===== config.mk =====
export PLATFORM = sky130hd
export DESIGN_NAME = sha_msg_padder_flat
export DESIGN_NICKNAME = d
export VERILOG_FILES = /design/src/rtl/sha_msg_padder_if.sv /design/src/rtl/sha_msg_padder.sv /design/src/flat_wrapper.sv
export SDC_FILE = /design/constraint.sdc
export NUM_CORES = 1
export LEC_CHECK = 0
export BUFFER_PORTS_ARGS = -buffer_cell sky130_fd_sc_hd__buf_2
export CORE_UTILIZATION = 63
export CTS_CLUSTER_DIAMETER = 150
export DETAILED_ROUTE_END_ITERATION = 12
export PLACE_DENSITY = 0.85
export SYNTH_ARGS = -nofsm -noshare
export SYNTH_HDL_FRONTEND = slang
export SYNTH_SLANG_ARGS = --single-unit

===== constraint.sdc =====
create_clock -name clk -period 3.5 [get_ports clk]
set_input_delay 0.7 -clock clk [delete_from_list [all_inputs] [get_ports clk]]
set_output_delay 0.7 -clock clk [all_outputs]
set_load 0.005 [all_outputs]

===== src/rtl/sha_msg_padder_if.sv =====
`default_nettype none
// ============================================================================
// sha_msg_padder_if : command, byte-stream and core-write bundle for the padder
// Optional: SHA_PAD_LEN_CHECK_EN adds the len_err status signal
// Revision: 1.0
// ============================================================================
interface sha_msg_padder_if #(
    parameter int LEN_W = 16
);
    logic             cmd_valid;
    logic             cmd_ready;
    logic [LEN_W-1:0] cmd_len;
    logic [7:0]       s_data;
    logic             s_valid;
    logic             s_ready;
    logic             s_last;
    logic             core_busy;
    logic [7:0]       data;
    logic             write_enable;
    logic             first_block;
    logic             last_block;
    logic             done;
`ifdef SHA_PAD_LEN_CHECK_EN
    logic             len_err;
`endif

    // master = padder side, slave = host/core side
    modport master (
        input  cmd_valid, cmd_len, s_data, s_valid, s_last, core_busy,
        output cmd_ready, s_ready, data, write_enable, first_block, last_block, done
`ifdef SHA_PAD_LEN_CHECK_EN
        , output len_err
`endif
    );

    modport slave (
        output cmd_valid, cmd_len, s_data, s_valid, s_last, core_busy,
        input  cmd_ready, s_ready, data, write_enable, first_block, last_block, done
`ifdef SHA_PAD_LEN_CHECK_EN
        , input len_err
`endif
    );
endinterface
`default_nettype wire


===== src/rtl/sha_msg_padder.sv =====
`default_nettype none
// ============================================================================
// sha_msg_padder : streams a message as fully padded SHA-256 64-byte blocks
// Optional: SHA_PAD_LEN_CHECK_EN adds a sticky s_last/length mismatch flag
// Revision: 1.0
// ============================================================================
module sha_msg_padder #(
    parameter int LEN_W      = 16,
    parameter int GAP_CYCLES = 1
) (
    input  logic             clk,
    input  logic             reset_n,
    sha_msg_padder_if.master bus
);
    localparam int         BLK_W    = LEN_W - 5;
    localparam int         POS_W    = LEN_W + 1;
    localparam logic [3:0] GAP_LAST = 4'(GAP_CYCLES - 1);

    typedef enum logic [1:0] {
        S_IDLE = 2'd0,
        S_WAIT = 2'd1,
        S_SEND = 2'd2,
        S_GAP  = 2'd3
    } state_t;

    state_t           state_q;
    logic [LEN_W-1:0] len_q;
    logic [BLK_W-1:0] blk_q;
    logic [BLK_W-1:0] last_blk_q;
    logic [5:0]       idx_q;
    logic [3:0]       gap_q;
    logic             cmd_ready_q;
    logic             we_q;
    logic             first_q;
    logic             last_q;
    logic             done_q;
    logic [7:0]       data_q;

    logic [POS_W-1:0] pos_d;
    logic [BLK_W-1:0] last_blk_d;
    logic [63:0]      bitlen_d;
    logic [7:0]       byte_d;
    logic             is_msg_d;
    logic             is_mark_d;
    logic             is_final_d;
    logic             is_len_d;
    logic             emit_d;
    logic             accept_d;

    assign pos_d      = {blk_q, idx_q};
    assign is_msg_d   = pos_d < {1'b0, len_q};
    assign is_mark_d  = pos_d == {1'b0, len_q};
    assign is_final_d = blk_q == last_blk_q;
    assign is_len_d   = is_final_d && (idx_q[5:3] == 3'b111);
    assign bitlen_d   = {{(61-LEN_W){1'b0}}, len_q, 3'b000};
    assign last_blk_d = BLK_W'(({1'b0, bus.cmd_len} + POS_W'(8)) >> 6);

    // Length field occupies bytes 56..63 of the final block, MSB first
    always_comb begin
        byte_d = 8'h00;
        if (is_msg_d) begin
            byte_d = bus.s_data;
        end else if (is_mark_d) begin
            byte_d = 8'h80;
        end else if (is_len_d) begin
            byte_d = bitlen_d[{~idx_q[2:0], 3'b000} +: 8];
        end
    end

    assign bus.s_ready = (state_q == S_SEND) && is_msg_d;
    assign accept_d    = bus.s_ready && bus.s_valid;
    assign emit_d      = (state_q == S_SEND) && (!is_msg_d || bus.s_valid);

`ifdef SHA_PAD_LEN_CHECK_EN
    logic len_err_q;
    assign bus.len_err = len_err_q;
`else
    logic unused_s_last;
    assign unused_s_last = bus.s_last;
`endif

    always_ff @(posedge clk or negedge reset_n) begin
        if (!reset_n) begin
            state_q     <= S_IDLE;
            len_q       <= '0;
            blk_q       <= '0;
            last_blk_q  <= '0;
            idx_q       <= 6'd0;
            gap_q       <= 4'd0;
            cmd_ready_q <= 1'b0;
            we_q        <= 1'b0;
            first_q     <= 1'b0;
            last_q      <= 1'b0;
            done_q      <= 1'b0;
            data_q      <= 8'h00;
`ifdef SHA_PAD_LEN_CHECK_EN
            len_err_q   <= 1'b0;
`endif
        end else begin
            we_q    <= 1'b0;
            first_q <= 1'b0;
            last_q  <= 1'b0;
            done_q  <= 1'b0;
            case (state_q)
                S_IDLE: begin
                    cmd_ready_q <= 1'b1;
                    if (bus.cmd_valid && cmd_ready_q) begin
                        len_q       <= bus.cmd_len;
                        last_blk_q  <= last_blk_d;
                        blk_q       <= '0;
                        idx_q       <= 6'd0;
                        gap_q       <= 4'd0;
                        cmd_ready_q <= 1'b0;
                        state_q     <= S_WAIT;
`ifdef SHA_PAD_LEN_CHECK_EN
                        len_err_q   <= 1'b0;
`endif
                    end
                end
                S_WAIT: begin
                    if (!bus.core_busy) begin
                        state_q <= S_SEND;
                    end
                end
                S_SEND: begin
                    // A starved message byte leaves idx and data untouched
                    if (emit_d) begin
                        we_q    <= 1'b1;
                        data_q  <= byte_d;
                        first_q <= (idx_q == 6'd0) && (blk_q == '0);
                        last_q  <= (idx_q == 6'd0) && is_final_d;
                        idx_q   <= idx_q + 6'd1;
                        if (idx_q == 6'd63) begin
                            gap_q   <= 4'd0;
                            state_q <= S_GAP;
                        end
                    end
`ifdef SHA_PAD_LEN_CHECK_EN
                    if (accept_d &&
                        (bus.s_last != (pos_d == ({1'b0, len_q} - POS_W'(1))))) begin
                        len_err_q <= 1'b1;
                    end
`endif
                end
                S_GAP: begin
                    if (gap_q == GAP_LAST) begin
                        if (is_final_d) begin
                            done_q      <= 1'b1;
                            cmd_ready_q <= 1'b1;
                            state_q     <= S_IDLE;
                        end else begin
                            blk_q   <= blk_q + BLK_W'(1);
                            state_q <= S_WAIT;
                        end
                    end else begin
                        gap_q <= gap_q + 4'd1;
                    end
                end
                default: state_q <= S_IDLE;
            endcase
        end
    end

`ifndef SHA_PAD_LEN_CHECK_EN
    logic unused_accept;
    assign unused_accept = accept_d;
`endif

    assign bus.cmd_ready    = cmd_ready_q;
    assign bus.data         = data_q;
    assign bus.write_enable = we_q;
    assign bus.first_block  = first_q;
    assign bus.last_block   = last_q;
    assign bus.done         = done_q;
endmodule
`default_nettype wire


===== src/flat_wrapper.sv =====
// flat-port wrapper written by rule: the top's interface ports become plain ports
module sha_msg_padder_flat 
#(
    parameter int LEN_W      = 16,
    parameter int GAP_CYCLES = 1
)
  (clk, reset_n, bus_cmd_valid, bus_cmd_len, bus_s_data, bus_s_valid, bus_s_last, bus_core_busy, bus_cmd_ready, bus_s_ready, bus_data, bus_write_enable, bus_first_block, bus_last_block, bus_done);
  sha_msg_padder_if #(.LEN_W(LEN_W)) bus_i ();
  input  logic clk;
  input  logic reset_n;
  input wire logic [$bits(bus_i.cmd_valid)-1:0] bus_cmd_valid;
  input wire logic [$bits(bus_i.cmd_len)-1:0] bus_cmd_len;
  input wire logic [$bits(bus_i.s_data)-1:0] bus_s_data;
  input wire logic [$bits(bus_i.s_valid)-1:0] bus_s_valid;
  input wire logic [$bits(bus_i.s_last)-1:0] bus_s_last;
  input wire logic [$bits(bus_i.core_busy)-1:0] bus_core_busy;
  output wire logic [$bits(bus_i.cmd_ready)-1:0] bus_cmd_ready;
  output wire logic [$bits(bus_i.s_ready)-1:0] bus_s_ready;
  output wire logic [$bits(bus_i.data)-1:0] bus_data;
  output wire logic [$bits(bus_i.write_enable)-1:0] bus_write_enable;
  output wire logic [$bits(bus_i.first_block)-1:0] bus_first_block;
  output wire logic [$bits(bus_i.last_block)-1:0] bus_last_block;
  output wire logic [$bits(bus_i.done)-1:0] bus_done;
  assign bus_i.cmd_valid = bus_cmd_valid;
  assign bus_i.cmd_len = bus_cmd_len;
  assign bus_i.s_data = bus_s_data;
  assign bus_i.s_valid = bus_s_valid;
  assign bus_i.s_last = bus_s_last;
  assign bus_i.core_busy = bus_core_busy;
  assign bus_cmd_ready = bus_i.cmd_ready;
  assign bus_s_ready = bus_i.s_ready;
  assign bus_data = bus_i.data;
  assign bus_write_enable = bus_i.write_enable;
  assign bus_first_block = bus_i.first_block;
  assign bus_last_block = bus_i.last_block;
  assign bus_done = bus_i.done;
  sha_msg_padder #(.LEN_W(LEN_W), .GAP_CYCLES(GAP_CYCLES)) u_core (.clk(clk), .reset_n(reset_n), .bus(bus_i));
endmodule

==> results.json, run 1 <==
{
  "seq_area_frac_synth": 0.4078,
  "switching_share": 0.4169,
  "antenna_found_initial": 0,
  "clk_pin_slew_worst_paths_ps": 70,
  "final_nets": 502,
  "combPwrFrac": 0.443,
  "io_buffer_count": 42,
  "cts_buffers": 9,
  "skew_ps": 8.440,
  "p_seq_frac": 0.374,
  "stdcell_area_mm2": 0.004333,
  "setup_viol": 0,
  "placedInstanceArea_mm2": 0.004144,
  "synth_ff_type": "dfrtp_1",
  "htreeDepth": 3,
  "hold_class": "in -> async",
  "leakage_uw": 0.002098,
  "postCtsHoldBufs": 0,
  "ant_nets": 0,
  "drive_gt1_frac": 0.2000,
  "timing.final.crit_share": 0.9318,
  "grt_setup_unrepaired": "no",
  "grt_overflow": 0,
  "grt.busiest_layer": "met2",
  "core_mm2": 0.005921,
  "vias": 3306,
  "synth-edff-count": 0,
  "worst_pin_slew_ps": 1213,
  "dp_slack_ps": 648.6,
  "clockBufferDepth": 2,
  "dp.final_hpwl_um": 6500,
  "switchingPower_uw": 1403,
  "ys_top_cells_by_area": "dfrtp_1 (41%), ha_1 (8.7%), xor2_1 (5.2%)",
  "drcViolationCount": 0,
  "drt-pass1-iter-count": 6,
  "clock_latency_ps": 350,
  "synth_cell_type_count": 52,
  "cp-end-kind": "output pin",
  "wirelength_um": 8984,
  "fin_crit_ps": 3261,
  "wl_per_cell_um": 17.11,
  "grt_use_total": 0.3072,
  "first_global_vias": 3169,
  "slew_violations": 0,
  "total_power_uw": 3366,
  "drt-initial-drc-count": 354,
  "met1_usage": 0.3824,
  "clock_tree.root_cell": "clkbuf_8",
  "antenna-diode-count": 0,
  "final.setup.worst_slack_ps": 238.8,
  "rows": 28,
  "status": "completed",
  "ctsResizeCount": 0,
  "worstRegToRegCells": 7,
  "path_class": "reg -> out",
  "fmax_mhz": 306.6,
  "power_density_mw_per_mm2": 776.8,
  "tritoncts": "done",
  "worstSetupStartpointType": "register",
  "die-area_mm2": 0.006454,
  "die_w_um": 80.34,
  "finalHoldViolCount": 0,
  "yosysTopAreaCell": "dfrtp_1",
  "synth_top_cell_area_share": 0.4078,
  "grt_start_max_net_pins": 64,
  "ys_ff_latch": 63,
  "die_y_um": 80.34,
  "met2_usage": 0.5128,
  "final_util": 0.7318,
  "viasPerCell": 6.297,
  "yosys_warnings": 0,
  "fillers": 432,
  "crit_arrival_ps": 2560,
  "syn_area_per_cell_um2": 9.617,
  "floorplan.initialDensity": 0.6530,
  "ys_async_sr_fraction": 1.000,
  "routabilityCongestion": 0.8861,
  "p_int_uw": 1963,
  "relSlewSlack": 0.1836,
  "cts_num_sinks": 63,
  "area_growth_pct": 12.07,
  "max-cap-violations": 0,
  "synthCells": 402,
  "critical_path.max_fanout": 6,
  "vdd_drop_max_mv": 0.5407,
  "synth_area_mm2": 0.003866,
  "setup_tns_ps": 0,
  "p_clk_frac": 0.183,
  "use_met3": 0.05227,
  "grt_first_pass_wirelength_um": 14800,
  "cp.required_ps": 2800,
  "synth_fp_nets": 459,
  "cts_setup_buffers": 0,
  "num_io_pins": 44
}
==> layout make-up <==
| cell class | instances | area [µm²] | area share |
|---|---|---|---|
| clock buffer | 10 | 127.6 | 0.02945 |
| timing repair buffer | 47 | 247.7 | 0.05718 |
| tap | 75 | 93.84 | 0.02166 |
| inverter | 29 | 108.9 | 0.02512 |
| multi-input combinational | 295 | 2117 | 0.4886 |
| sequential | 63 | 1577 | 0.3638 |
| clock inverter | 6 | 61.31 | 0.01415 |
==> logic make-up after synthesis <==
| kind of cell | synth area share |
|---|---|
| and+or+nand+nor | 0.1893 |
| AOI/OAI and AO/OA | 0.1424 |
| DFF | 0.4078 |
| buffers and inverters | 0.04466 |
| xor gates and xnor gates | 0.06343 |
| adders and majority gates | 0.08738 |
| muxes | 0.06505 |
==> stage by stage <==
| step | instances | hold slack, ps |
|---|---|---|
| finish | 525 | 507.9 |
| global route | 525 | 543.4 |
| CTS | 525 | 517.1 |
| detailed placement | 509 | 502.0 |
| global placement | 509 | 481.5 |
| floorplan | 402 | 404.4 |
==> critical path, stage by stage, from the launching register on <==
cell and delay [ps]:
dfrtp_1 460, ha_1 380, nand4b_4 140, nor4_1 410, a21boi_2 390, or3_1 240, nor2_1 50, buf_2 130
==> synth_stat cells (2+ instances only) <==
cell	instances
a21oi_1	10
a211o_1	2
a22oi_1	11
mux2_2	16
nand2_1	31
inv_1	29
nor3b_1	4
nand4_1	7
and2_1	3
xnor2_1	5
nor2_1	21
o211ai_1	3
and3_1	6
o21ai_0	32
clkbuf_1	13
nand3_1	27
a41oi_1	3
o31ai_1	3
nor4_1	8
mux2i_1	6
a21o_1	3
dfrtp_1	63
a2bb2oi_1	2
nor3_2	2
or2_2	2
o221ai_1	2
xor2_1	23
ha_1	27
nand4b_1	3
nor3_1	11
nor2b_1	2
nand3b_1	2
==> cell usage in the layout, fill, tap and decap left out, drive strengths merged, types with 7 or more instances in the layout <==
cell and n:
a21oi 10, a22oi 11, buf 47, clkbuf 10, dfrtp 63, ha 27, inv 29, mux2 17
nand2 31, nand3 27, nand4 7, nor2 21, nor3 13, nor4 8, o21ai 32, xor2 23
==> path summary, 6_finish.rpt <==
path,from,to,slack [ps]
worst min-delay path,reset_n,u_core.gap_q[3]$_DFFE_PN0P_,510
worst min register to register,u_core.last_blk_q[8]$_DFFE_PN0P_,u_core.last_blk_q[8]$_DFFE_PN0P_,520
worst max register to register,u_core.blk_q[6]$_DFFE_PN0P_,u_core.bus.data[2]$_DFFE_PN0P_,620
min in group clk,u_core.last_blk_q[8]$_DFFE_PN0P_,u_core.last_blk_q[8]$_DFFE_PN0P_,520
max in group asynchronous,reset_n,u_core.blk_q[3]$_DFFE_PN0P_,2450
worst max-delay path,u_core.blk_q[8]$_DFFE_PN0P_,bus_s_ready,240
==> sequential cells by signal, indices dropped and copies added (netlist names) <==
signal                   flops
u_core.bus.data              8
u_core.bus.cmd_ready         1
u_core.bus.done              1
u_core.state_q               2
u_core.last_blk_q           11
u_core.idx_q                 6
u_core.len_q                16
u_core.blk_q                11
u_core.bus.first_block       1
u_core.gap_q                 4
u_core.bus.write_enable      1
u_core.bus.last_block        1
==> metal layers <==
| metal | share of wire | wire length (µm) | vias to the layer above |
|---|---|---|---|
| li1 | - | - | 1538 |
| met1 | 0.44 | 3915 | 1595 |
| met2 | 0.48 | 4290 | 142 |
| met3 | 0.057 | 511 | 31 |
| met4 | 0.030 | 266 | 0 |
| met5 | 0 | 0 | - |
==> power by group through the flow <==
stage | Clock (µW) | Combinational, µW | Sequential, µW
3_3_place_gp | 0 | 1400 | 1240
6_report | 616 | 1490 | 1260
3_5_place_dp | 0 | 1470 | 1260
2_1_floorplan | 0 | 1110 | 1170
5_1_grt | 659 | 1660 | 1280
4_1_cts | 627 | 1480 | 1250
(Power assumes the default switching activity.)
==> run 2, diff against run 1 <==
--- a/config.mk
+++ b/config.mk
@@ -6,10 +6,10 @@
 export NUM_CORES = 1
 export LEC_CHECK = 0
 export BUFFER_PORTS_ARGS = -buffer_cell sky130_fd_sc_hd__buf_2
-export CORE_UTILIZATION = 63
+export CORE_UTILIZATION = 53
 export CTS_CLUSTER_DIAMETER = 150
 export DETAILED_ROUTE_END_ITERATION = 12
-export PLACE_DENSITY = 0.85
+export PLACE_DENSITY = 0.73
 export SYNTH_ARGS = -nofsm -noshare
 export SYNTH_HDL_FRONTEND = slang
 export SYNTH_SLANG_ARGS = --single-unit
==> run 2 against run 1 <==
Combinational power barely moved. Sequential power hardly changed. Via count fell by 1.4%. Clock power is 16% higher. Largest power group unchanged. Design area increased by 1.5%. Worst hold slack lost 8.8 ps. Register-to-register slack better by 100 ps. Clock skew up 3.7 ps. Largest cell class unchanged.
==> results.json, run 2 (synthesis results as in run 1) <==
{
  "first_global_vias": 3064,
  "relSlewSlack": 0.4528,
  "final_cell_mix": "dfrtp_1 (63), buf_2 (42), o21ai_0 (32)",
  "cts_setup_buffers": 0,
  "grt_setup_unrepaired": "no",
  "fillers": 589,
  "stdcell_area_mm2": 0.004399,
  "dp.final_hpwl_um": 6385,
  "dp_slack_ps": 686.9,
  "skew_ps": 12.12,
  "clock_latency_ps": 350,
  "path_class": "reg -> out",
  "fin_crit_ps": 3217,
  "antenna_found_initial": 0,
  "drive_gt1_frac": 0.2040,
  "leakage_uw": 0.002123,
  "vdd_drop_max_mv": 0.3783,
  "worstSetupStartpointType": "register",
  "ctsResizeCount": 0,
  "slowest_delay_ps": 630,
  "core_mm2": 0.006907,
  "die_w_um": 87.41,
  "htreeDepth": 3,
  "ant_nets": 0,
  "num_io_pins": 44,
  "drt-initial-drc-count": 219,
  "antenna-diode-count": 0,
  "clockBufferDepth": 2,
  "floorplan.initialDensity": 0.5598,
  "cts_num_sinks": 63,
  "worst_pin_slew_ps": 820.8,
  "placedInstanceArea_mm2": 0.004178,
  "crit_chain": "ha_1 > a21o_1 > nand3_1 > a2111oi_2 > or3_1 > nor2_1 > buf_2",
  "largest-register": "u_core.len_q",
  "final_nets": 503,
  "final_common_cell": "dfrtp_1",
  "status": "completed",
  "postCtsHoldBufs": 0,
  "critical_path.max_fanout": 8,
  "grt_use_total": 0.2593,
  "vias": 3261,
  "max-cap-violations": 0,
  "setup_tns_ps": 0,
  "area_growth_pct": 13.79,
  "cp-end-kind": "output pin",
  "viasPerCell": 5.962,
  "routabilityCongestion": 0.8563,
  "grt_start_max_net_pins": 64,
  "die-area_mm2": 0.007641,
  "largest_register_ff_count": 16,
  "tritoncts": "done",
  "timing.final.crit_share": 0.9193,
  "setup_viol": 0,
  "crit_arrival_ps": 2520,
  "drcViolationCount": 0,
  "clk_pin_slew_worst_paths_ps": 70,
  "final.setup.worst_slack_ps": 282.5,
  "grt_overflow": 0,
  "finalHoldViolCount": 0,
  "grt_first_pass_wirelength_um": 15000,
  "io_buffer_count": 42,
  "slew_violations": 0,
  "clock_tree.root_cell": "clkbuf_8",
  "die_y_um": 87.41,
  "cts_buffers": 9,
  "fmax_mhz": 310.8,
  "total_power_uw": 3453,
  "wirelength_um": 9042,
  "cp.required_ps": 2800,
  "drt-pass1-iter-count": 5,
  "slowest_stage": "a2111oi_2",
  "hold_class": "reg -> reg",
  "rows": 30,
  "wl_per_cell_um": 16.53,
  "power_density_mw_per_mm2": 784.9,
  "reg_top3": "u_core.len_q: 16 flops, u_core.blk_q: 11 flops, u_core.last_blk_q: 11 flops"
}
-- run 2: cell types whose count changed in the layout (fill, tap and decap cells not counted), sizes merged --
cell	previous run	this run
buf	47	48
bufinv	1	2
clkinvlp	1	0
-- run 2: routing by layer --
layer,GRT usage,vias to the layer above,share of wire
li1,-,1529,-
met1,0.3592,1592,0.46
met2,0.3984,120,0.46
met3,0.04171,20,0.059
met4,0.1192,0,0.023
met5,0,-,0
-- run 2: critical path: cells and delay by family (launching register included) --
kind / cells / cell delay (ps)
AOI/OAI and AO/OA: 2 / 750
adders and majority gates: 1 / 370
buffers and inverters: 1 / 130
DFF: 1 / 500
and+or+nand+nor: 3 / 420
-- run 2: path summary, 6_finish.rpt --
| path | start | to | slack, ps | cells after the start |
|---|---|---|---|---|
| min reg2reg | u_core.last_blk_q[10]$_DFFE_PN0P_ | u_core.last_blk_q[10]$_DFFE_PN0P_ | 500 | 2 |
| max | u_core.blk_q[0]$_DFFE_PN0P_ | bus_s_ready | 280 | 7 |
| max reg2reg | u_core.idx_q[0]$_DFFE_PN0P_ | u_core.idx_q[1]$_DFFE_PN0P_ | 720 | 9 |
| min in group asynchronous | reset_n | u_core.gap_q[3]$_DFFE_PN0P_ | 510 | 2 |
| min | u_core.last_blk_q[10]$_DFFE_PN0P_ | u_core.last_blk_q[10]$_DFFE_PN0P_ | 500 | 2 |
| max in group asynchronous | reset_n | u_core.gap_q[2]$_DFFE_PN0P_ | 2430 | 2 |
-- run 2: per-stage QoR --
step                        util  std cells  hold WS, ps
after global routing      0.6370        547        538.2
after detailed placement  0.6049        531        490.2
after CTS                 0.6370        547        505.8
after global placement    0.6049        531        487.2
final                     0.6370        547        499.1
after floorplan                -        402        404.4
-- run 2: area by class of cell --
type,instances,area (µm²),area share
clock buffer,10,137.6,0.03129
timing repair buffer,48,255.2,0.05802
tap,96,120.1,0.02730
sequential,63,1577,0.3584
clock inverter,6,83.83,0.01906
multi-input combinational,295,2117,0.4812
inverter,29,108.9,0.02474
-- run 2: report_power, final --
group | internal (µW) | switching (µW)
combinational | 648 | 838
clock | 418 | 297
sequential | 991 | 261
total | 2060 | 1400
